$ cat src/rtl/cpu_pkg.sv
// Shared definitions for the 8-bit control sequencer: opcode values,
// FSM state encoding, instruction field positions and a small decode helper.
package cpu_pkg;

  localparam int unsigned DATA_W  = 8;
  localparam int unsigned ADDR_W  = 3;
  localparam int unsigned INSTR_W = 16;

  // Instruction field bit positions
  localparam int unsigned OPC_HI = 15;
  localparam int unsigned OPC_LO = 12;
  localparam int unsigned RD_HI  = 11;
  localparam int unsigned RD_LO  = 9;
  localparam int unsigned RS1_HI = 8;
  localparam int unsigned RS1_LO = 6;
  localparam int unsigned RS2_HI = 5;
  localparam int unsigned RS2_LO = 3;
  localparam int unsigned IMM_HI = 7;
  localparam int unsigned IMM_LO = 0;

  localparam logic [3:0] OP_NOP  = 4'h0;
  localparam logic [3:0] OP_ADD  = 4'h1;
  localparam logic [3:0] OP_SUB  = 4'h2;
  localparam logic [3:0] OP_AND  = 4'h3;
  localparam logic [3:0] OP_OR   = 4'h4;
  localparam logic [3:0] OP_XOR  = 4'h5;
  localparam logic [3:0] OP_MOV  = 4'h6;
  localparam logic [3:0] OP_LI   = 4'h7;
  localparam logic [3:0] OP_HALT = 4'hF;

  typedef enum logic [2:0] {
    S_FETCH     = 3'd0,
    S_DECODE    = 3'd1,
    S_EXECUTE   = 3'd2,
    S_WRITEBACK = 3'd3,
    S_HALT      = 3'd4
  } state_e;

  // Opcodes 0x1..0x7 produce a register write and update the zero flag.
  function automatic logic is_write_op(input logic [3:0] op);
    return (op >= OP_ADD) && (op <= OP_LI);
  endfunction

  // Only ADD and SUB produce a carry/borrow.
  function automatic logic is_carry_op(input logic [3:0] op);
    return (op == OP_ADD) || (op == OP_SUB);
  endfunction

endpackage

$ cat src/rtl/alu8.sv
// Combinational 8-bit ALU.
// Ports:
//   a_i, b_i   : operands (from operand registers A and B)
//   imm8_i     : immediate for LI
//   op_i       : 4-bit opcode
//   result_o   : 8-bit result
//   carry_o    : bit 8 of the 9-bit result (carry for ADD, borrow for SUB)
//   zero_o     : result_o == 0
module alu8
  import cpu_pkg::*;
(
  input  logic [7:0] a_i,
  input  logic [7:0] b_i,
  input  logic [7:0] imm8_i,
  input  logic [3:0] op_i,
  output logic [7:0] result_o,
  output logic       carry_o,
  output logic       zero_o
);

  logic [8:0] res9;

  always_comb begin
    res9 = '0;
    case (op_i)
      // A 9-bit subtraction wraps to set bit 8 exactly when A < B.
      OP_ADD:  res9 = {1'b0, a_i} + {1'b0, b_i};
      OP_SUB:  res9 = {1'b0, a_i} - {1'b0, b_i};
      OP_AND:  res9 = {1'b0, a_i & b_i};
      OP_OR:   res9 = {1'b0, a_i | b_i};
      OP_XOR:  res9 = {1'b0, a_i ^ b_i};
      OP_MOV:  res9 = {1'b0, a_i};
      OP_LI:   res9 = {1'b0, imm8_i};
      default: res9 = '0;
    endcase
  end

  assign result_o = res9[7:0];
  assign carry_o  = res9[8];
  assign zero_o   = (res9[7:0] == 8'h00);

endmodule

$ cat src/rtl/reg_control_unit.sv
// Multi-cycle control sequencer driving an 8x8-bit register file.
// FETCH -> DECODE -> EXECUTE -> WRITEBACK (write ops) / FETCH (NOP, illegal) / HALT.
// Ports:
//   clk, rst_n                : clock, asynchronous active-low reset
//   instr, instr_valid        : instruction word and valid (held until handshake)
//   instr_ready               : high only in FETCH
//   rf_rs1, rf_rs2            : read addresses, decoded from IR in every state
//   rf_rs1_data, rf_rs2_data  : combinational read data
//   rf_we, rf_rd, rf_wdata    : single-cycle write port (WRITEBACK only)
//   flag_z, flag_c            : zero and carry/borrow flags
//   halted                    : HALT executed (terminal until reset)
//   illegal                   : sticky undefined-opcode indicator
module reg_control_unit
  import cpu_pkg::*;
(
  input  logic        clk,
  input  logic        rst_n,
  input  logic [15:0] instr,
  input  logic        instr_valid,
  output logic        instr_ready,
  output logic [2:0]  rf_rs1,
  output logic [2:0]  rf_rs2,
  input  logic [7:0]  rf_rs1_data,
  input  logic [7:0]  rf_rs2_data,
  output logic        rf_we,
  output logic [2:0]  rf_rd,
  output logic [7:0]  rf_wdata,
  output logic        flag_z,
  output logic        flag_c,
  output logic        halted,
  output logic        illegal
);

  state_e      state_q, state_d;
  logic [15:0] ir_q, ir_d;
  logic [7:0]  a_q, a_d;
  logic [7:0]  b_q, b_d;
  logic [7:0]  res_q, res_d;
  logic        z_q, z_d;
  logic        c_q, c_d;
  logic        ill_q, ill_d;

  logic [3:0]  opcode;
  logic [7:0]  alu_res;
  logic        alu_c;
  logic        alu_z;

  assign opcode = ir_q[OPC_HI:OPC_LO];

  alu8 u_alu (
    .a_i      (a_q),
    .b_i      (b_q),
    .imm8_i   (ir_q[IMM_HI:IMM_LO]),
    .op_i     (opcode),
    .result_o (alu_res),
    .carry_o  (alu_c),
    .zero_o   (alu_z)
  );

  always_ff @(posedge clk or negedge rst_n) begin
    if (!rst_n) begin
      state_q <= S_FETCH;
      ir_q    <= '0;
      a_q     <= '0;
      b_q     <= '0;
      res_q   <= '0;
      z_q     <= 1'b0;
      c_q     <= 1'b0;
      ill_q   <= 1'b0;
    end else begin
      state_q <= state_d;
      ir_q    <= ir_d;
      a_q     <= a_d;
      b_q     <= b_d;
      res_q   <= res_d;
      z_q     <= z_d;
      c_q     <= c_d;
      ill_q   <= ill_d;
    end
  end

  always_comb begin
    state_d = state_q;
    ir_d    = ir_q;
    a_d     = a_q;
    b_d     = b_q;
    res_d   = res_q;
    z_d     = z_q;
    c_d     = c_q;
    ill_d   = ill_q;

    unique case (state_q)
      S_FETCH: begin
        if (instr_valid) begin
          ir_d    = instr;
          state_d = S_DECODE;
        end
      end
      S_DECODE: begin
        a_d     = rf_rs1_data;
        b_d     = rf_rs2_data;
        state_d = S_EXECUTE;
      end
      S_EXECUTE: begin
        res_d = alu_res;
        if (is_write_op(opcode)) begin
          z_d     = alu_z;
          state_d = S_WRITEBACK;
        end else if (opcode == OP_HALT) begin
          state_d = S_HALT;
        end else begin
          if (opcode != OP_NOP) ill_d = 1'b1;
          state_d = S_FETCH;
        end
        if (is_carry_op(opcode)) c_d = alu_c;
      end
      S_WRITEBACK: state_d = S_FETCH;
      S_HALT:      state_d = S_HALT;
      default:     state_d = S_FETCH;
    endcase
  end

  // Outputs decode straight from the state register so that an asserted
  // reset drops rf_we without waiting for a clock edge.
  assign instr_ready = (state_q == S_FETCH);
  assign rf_we       = (state_q == S_WRITEBACK);
  assign halted      = (state_q == S_HALT);
  assign rf_rs1      = ir_q[RS1_HI:RS1_LO];
  assign rf_rs2      = ir_q[RS2_HI:RS2_LO];
  assign rf_rd       = ir_q[RD_HI:RD_LO];
  assign rf_wdata    = res_q;
  assign flag_z      = z_q;
  assign flag_c      = c_q;
  assign illegal     = ill_q;

endmodule

$ cat config.mk
export PLATFORM = sky130hd
export DESIGN_NAME = reg_control_unit
export DESIGN_NICKNAME = d
export VERILOG_FILES = /design/src/rtl/cpu_pkg.sv /design/src/rtl/alu8.sv /design/src/rtl/reg_control_unit.sv
export SDC_FILE = /design/constraint.sdc
export NUM_CORES = 1
export LEC_CHECK = 0
export BUFFER_PORTS_ARGS = -buffer_cell sky130_fd_sc_hd__buf_4
export CAP_MARGIN = 20
export CORE_AREA = 2 2 114 61
export CTS_BUF_LIST = sky130_fd_sc_hd__clkbuf_8
export CTS_CLUSTER_DIAMETER = 50
export DETAILED_ROUTE_END_ITERATION = 7
export DIE_AREA = 0 0 116 63
export HOLD_SLACK_MARGIN = 0.06
export PLACE_DENSITY = 0.72
export SYNTH_ARGS = -nofsm -noshare
export SYNTH_HDL_FRONTEND = slang
export SYNTH_SLANG_ARGS = --single-unit
$ cat constraint.sdc
create_clock -name clk -period 8.1 [get_ports clk]
set_input_delay 0.405 -clock clk [delete_from_list [all_inputs] [get_ports clk]]
set_output_delay 0.405 -clock clk [all_outputs]
set_load 0.02 [all_outputs]
== Yosys cells after proc, flatten, opt, wreduce, memory -nomap -nowiden ==
Cells that the tools add are included.
Storage, ports and cells
  bits of input ports: 35
  register bits: 46
Cells by class
  reductions and logical operators: 9
  equality and inequality tests: 13
  mux-type cells: 5
  add/sub/neg operators: 2
  order comparisons: 2
  bitwise gates (word level): 5
Operator list (count)
  9-bit one-hot mux with 7 select lines: 1
  4-bit by 3-bit == test with 1-bit output, second input constant: 4
  3-bit one-hot mux with 4 select lines: 1
  8-bit by 8-bit adder with 9-bit output: 1
  3-bit two-way mux: 3
  8-bit by 8-bit subtractor with 9-bit output: 1
  8-bit bitwise AND: 1
  4-bit by 2-bit == test with 1-bit output, second input constant: 2
  8-bit logical NOT: 1
  8-bit OR: 1
  8-bit bitwise XOR: 1
  3-bit by 2-bit == test with 1-bit output, second input constant: 2
  2-bit AND reduction: 3
  4-bit by 1-bit == test with 1-bit output, second input constant: 1
  4-bit == test, second input constant: 1
  4-bit by 1-bit greater-or-equal comparator with 1-bit output, second input constant: 1
  4-bit by 3-bit less-or-equal comparator with 1-bit output, second input constant: 1
  4-bit AND reduction: 1
  4-bit nonzero test: 1
  3-bit by 1-bit == test with 1-bit output, second input constant: 1
  3-bit == test, second input constant: 1
  3-bit logical NOT: 1
  2-bit != test, second input constant: 1
  1-bit inverter: 2
  other kinds (2): 2

== Longest topological paths before layout ==
  word-level depth: 4
  depth in mapped cells: 16
  mapped depth without buffers: 13

== Hierarchy ==
Synthesis repeated with hierarchy kept, for this count alone.
Second synthesis, totals
  cell total of the unflattened synthesis: 299
  area, all modules: 3291.9 um2
By module, submodules not included
  reg_control_unit: cells an instance 123, times used 1, area an instance 1970.6 um2
  alu8: cells an instance 176, times used 1, area an instance 1321.3 um2

== Worst setup path after synthesis ==
OpenSTA, ideal clock, no wires.
  path kind: reg-to-reg
  from: register ir_q[13]
  to: register z_q, in the netlist flag_z
  data arrival time: 2.816 ns
  required time: 8.008 ns
  setup slack: 5.192 ns
  library setup time: 0.092 ns
  buffers on the path: 3
  cell stages (with the launch flop): 16
  cells stage by stage: dfrtp_1 -> buf_2 -> buf_4 -> buf_4 -> inv_1 -> nor2_1 -> nand2_1 -> nand2_1 -> o21ai_0 -> fa_1 -> nand2b_1 -> a311oi_1 -> a211oi_1 -> a2111oi_4 -> nand3_1 -> o31ai_2
On the way
  cells in the longest elaborated chain, start to end: 3
  elaborated cells on any way between the ends: 13
  classes of those cells: order compare (2); eq/ne (7); mux (1); reduce/logical (3)
RTL lines
  from (decl): RTL line reg_control_unit.sv:35  | logic [15:0] ir_q, ir_d;
  from (signal assigned): RTL line reg_control_unit.sv:72  | ir_q <= ir_d;
  4-bit by 3-bit == test with 1-bit output (tied with other cells): RTL line alu8.sv:25  | case (op_i)
  9-bit one-hot mux with 7 select lines / 1-bit logical AND (equally long branches): RTL line alu8.sv:25, cpu_pkg.sv:41
  8-bit logical NOT / 2-bit AND reduction (equally long branches)
  to (signal assigned): RTL line reg_control_unit.sv:76  | z_q <= z_d;
  to (decl): RTL line reg_control_unit.sv:39  | logic z_q, z_d;
Several ways; a longest one is shown, not always the timed one.
A chain may end at the register's enable or synchronous reset.

== Worst setup path in the final report ==
Ends and elaborated chain as after synthesis.

==> impl.org <==
** STA
- Setup violations remaining at the end of the flow were counted as 0.
- Clock period minus worst slack :: between 3 and 4 ns
- For the pin with the worst max-slew slack, the measured transition is approximately 0.9 ns.
- Fin crit share :: 0.432
- Final hold vios :: 0
- The final-report max-slew violation count was 0.
- Clock Skew :: 0.00548 ns
- The worst pin sits at a relative slew slack of 0.388.
- Setup repair after global routing left no endpoint under its margin.
- Setup tns final :: 0 ns
- Once routing completed, OpenROAD measured the worst setup slack at 4.60 ns.
- Maximum clock frequency :: 0.286 GHz

** Yosys
- Main combinational cell family by area after synthesis :: compound AO/OA/AOI/OAI gates
- Of the synthesized area, sequential elements account for 0.374.
- Multiplexer share of the synthesized area :: 0.0789
- Of the total synthesized cell area, the portion taken by AND, OR, NAND and NOR gates is 0.168.
- Xor-xnor portion of the synthesized cell area :: 0.0228
- Yosys top cell by area :: sky130_fd_sc_hd__dfrtp_1
- Of the post-synthesis cell area, the dominant cell type holds 0.374.
- The number of nets handed over by synthesis was roughly 390.
- The share of the synthesized area in compound gates (AO/OA/AOI/OAI) came to 0.172.
- Counting distinct cell types in the post-synthesis netlist gives 57.
- Synthesis inferred 46 register bits.
- Ys Warns :: 0
- Ys async rst share :: 1.00
- Dominant register cell in the synthesized netlist :: sky130_fd_sc_hd__dfrtp_1
- Mean instance size in the synthesized netlist :: approximately 9.3 um2
- Mapped Area :: 3080 um2
- Synth top area cells :: sky130_fd_sc_hd__dfrtp_1, sky130_fd_sc_hd__ha_1, sky130_fd_sc_hd__o21ai_0
- Adder-cell share of the synthesized area :: 0.108
- Post-synth EDFFs :: 0
- The cell count after synthesis came out at 330.

** Flow run
- # Max-Cap Violations :: 0

** Placed design
- Place WS :: 4.65 ns
- After legalization and detailed placement, the total HPWL measured around 5700 um.
- Final Wtd Congestion :: roughly 0.92
- Cell area reported after detailed placement :: 3500 um2
- Count of input and output buffers :: between 50 and 60

** Floorplanning
- Placement Rows :: 21
- 58 I/O pins were placed.
- The core region is about 6400 um2.
- For this configuration, the core starts out at a cell density of 0.484.
- Floorplan die width :: between 100 and 150 um
- Y dimension of the die :: roughly 63 um
- The die covers 7310 um2.

** Clock network
- TritonCTS built the clock tree.
- Post-CTS sizing :: 0
- The H-tree generated during clock tree synthesis spans 2 levels.
- The clock passes through at most 2 buffers.
- Clock-pin slew on the worst setup and hold paths :: about 0.090 ns
- CTS sink cnt :: between 40 and 50
- Post-CTS timing repair inserted 0 buffers for setup.
- CTS placed an instance of sky130_fd_sc_hd__clkbuf_8 at the clock tree root.
- Number of clock buffers inserted by TritonCTS :: 5
- The number of hold buffers added after CTS was 0.
- Latest clock arrival within the worst-skew pair :: 0.31 ns

** Global routing
- All-Layer GR Usage :: 0.216
- Global routing finished with a remaining overflow of 0.
- The first global-routing pass estimated about 12,000 um of wire.
- The via count of the first global-routing pass came to roughly 2,400.
- Initial antenna violation count :: 0
- Maximum number of pins on one net before global-route repair :: 47

** Detailed routing
- Average wire length per cell after detail routing :: approximately 16 um
- Avg Vias per Cell :: 5.43
- DR vias :: between 2,000 and 3,000
- Number of DRC markers in iteration 0 :: between 200 and 250
- Post-detailed-route DRC marker count :: 0
- Initial DRT Pass Iterations :: 4
- The count of nets left with antenna violations once routing finished came out at 0.
- Overall routed net length :: ~7300 um

** Outcome
- Run status :: finished clean

** Hold path
- The path class of the tightest hold or removal check is in -> async.

** Critical path
- Crit. End Element :: register
- Among all stages on the critical path, the largest delay is contributed by sky130_fd_sc_hd__dfrtp_1.
- In this run the worst path has a maximum fanout of 28.
- Cell-by-cell trace of the critical path :: inv_1 > nor2_1 > nand2_1 > nand2_1 > o21ai_0 > fa_1 > nand2b_1 > a21oi_1 > a211oi_1 > a311oi_1 > nand3_1 > o31ai_2
- Worst setup path startpoint :: ir_q[13]
- Reg-to-reg startpoint :: ir_q[13]
- Kind of start point of the critical path :: register
- Worst Path Required :: roughly 8.3 ns
- STA puts the critical path data arrival time at 3.73 ns.
- The critical path is of the reg -> reg type.
- In this design, the stage delay of the slowest critical-path cell is 0.95 ns.
- By instance count, the cell type seen most on the critical path is sky130_fd_sc_hd__nand2_1.

** Pwr
- Leakage power figure :: roughly 1.7 nW
- The worst-case IR drop observed on VDD is approximately 0.00018 V.
- Ratio of total power to cell area :: around 470 nW/um2

** Finish
- Net count of the finished layout :: between 400 and 500
- Growth of design area from synthesis to finish :: 16.9%
- Once layout is done, the placed cells without fillers occupy between 3000 and 4000 um2.
- Diode insertion count for antenna repair :: 0
- The library cell used most frequently in the layout, excluding fill and tap cells, is sky130_fd_sc_hd__buf_4.
- Of the cells placed in the final design, the portion with a size suffix greater than 1 is 0.241.
- Leaving out fill and tap cells, the most frequent cells in the layout are sky130_fd_sc_hd__buf_4, sky130_fd_sc_hd__dfrtp_1, sky130_fd_sc_hd__nand2_1, sky130_fd_sc_hd__o21ai_0.
==> area by class of cell <==
class / instances / area [um2]
fill: 599 / 2760
multi-input combinational: 235 / 1700
sequential: 46 / 1150
timing repair buffer: 59 / 443
tap: 92 / 115
inverter: 25 / 93.8
clock buffer: 6 / 82.6
clock inverter: 2 / 12.5
==> critical path, delay by kind of cell, from the launching register on <==
family | cells | cell delay [ns]
adder cells (fa/ha/maj) | 1 | 0.45
AO/OA/AOI/OAI | 5 | 1.08
AND/OR/NAND/NOR | 5 | 0.78
flip-flops | 1 | 0.95
buffers and inverters | 1 | 0.16
==> logic make-up after synthesis <==
group           count (synthesis)
buf+inv                        49
mux                            19
simple gates                  105
flops                          46
xor+xnor                        8
compound gates                 77
fa+ha+maj                      26
==> state kept, by name (all words and copies together) (netlist names) <==
name	count
ir_q	16
a_q	8
b_q	8
rf_wdata	8
state_q	3
flag_c	1
flag_z	1
illegal	1
==> worst paths after layout <==
check	end	slack (ns)	depth (start not counted)
worst max-delay path	flag_z	4.60	12
worst min-delay path	ir_q[11]	0.1	1
worst max register to register	flag_z	4.60	12
worst min register to register	rf_wdata[3]	0.49	2
max in group asynchronous	ir_q[4]	7.61	1
min in group clk	a_q[4]	0.29	3
==> per-layer routing <==
metal	vias to the layer above	track usage	routed length [um]
met5	-	0	0
met4	0	0.0432	63
met3	7	0.0553	582
met2	89	0.299	2950
met1	1198	0.338	3690
li1	1233	-	-
==> synthesized netlist by cell type (4+ instances only) <==
library cell               instances
sky130_fd_sc_hd__buf_4            11
sky130_fd_sc_hd__nor2_1           17
sky130_fd_sc_hd__a21oi_1          13
sky130_fd_sc_hd__xnor2_1           6
sky130_fd_sc_hd__nor2b_1           5
sky130_fd_sc_hd__nand2b_1          8
sky130_fd_sc_hd__clkbuf_1          8
sky130_fd_sc_hd__nor3b_1           5
sky130_fd_sc_hd__dfrtp_1          46
sky130_fd_sc_hd__mux2i_1           4
sky130_fd_sc_hd__inv_1            25
sky130_fd_sc_hd__nor3_1            7
sky130_fd_sc_hd__ha_1             25
sky130_fd_sc_hd__o21ai_0          31
sky130_fd_sc_hd__mux2_2           12
sky130_fd_sc_hd__nand2_1          40
sky130_fd_sc_hd__nand3_1           7
==> power by group <==
group | switching, W | leakage (nW) | internal, W
Sequential | 0.000137 | 0.570 | 0.000330
Clock | 0.0000824 | 0.0472 | 0.0000687
Combinational | 0.000604 | 1.05 | 0.000456
==> metrics by stage <==
step	utilization	cells	hold WS (ns)	total power, W
floorplan	-	330	0.109	0.00126
global placement	0.551	457	0.443	0.00151
detailed placement	0.551	457	0.452	0.00152
CTS	0.566	465	0.112	0.00168
global route	0.566	465	0.144	0.00184
finish	0.566	465	0.0983	0.00168
Power figures use the tool's default switching activity.
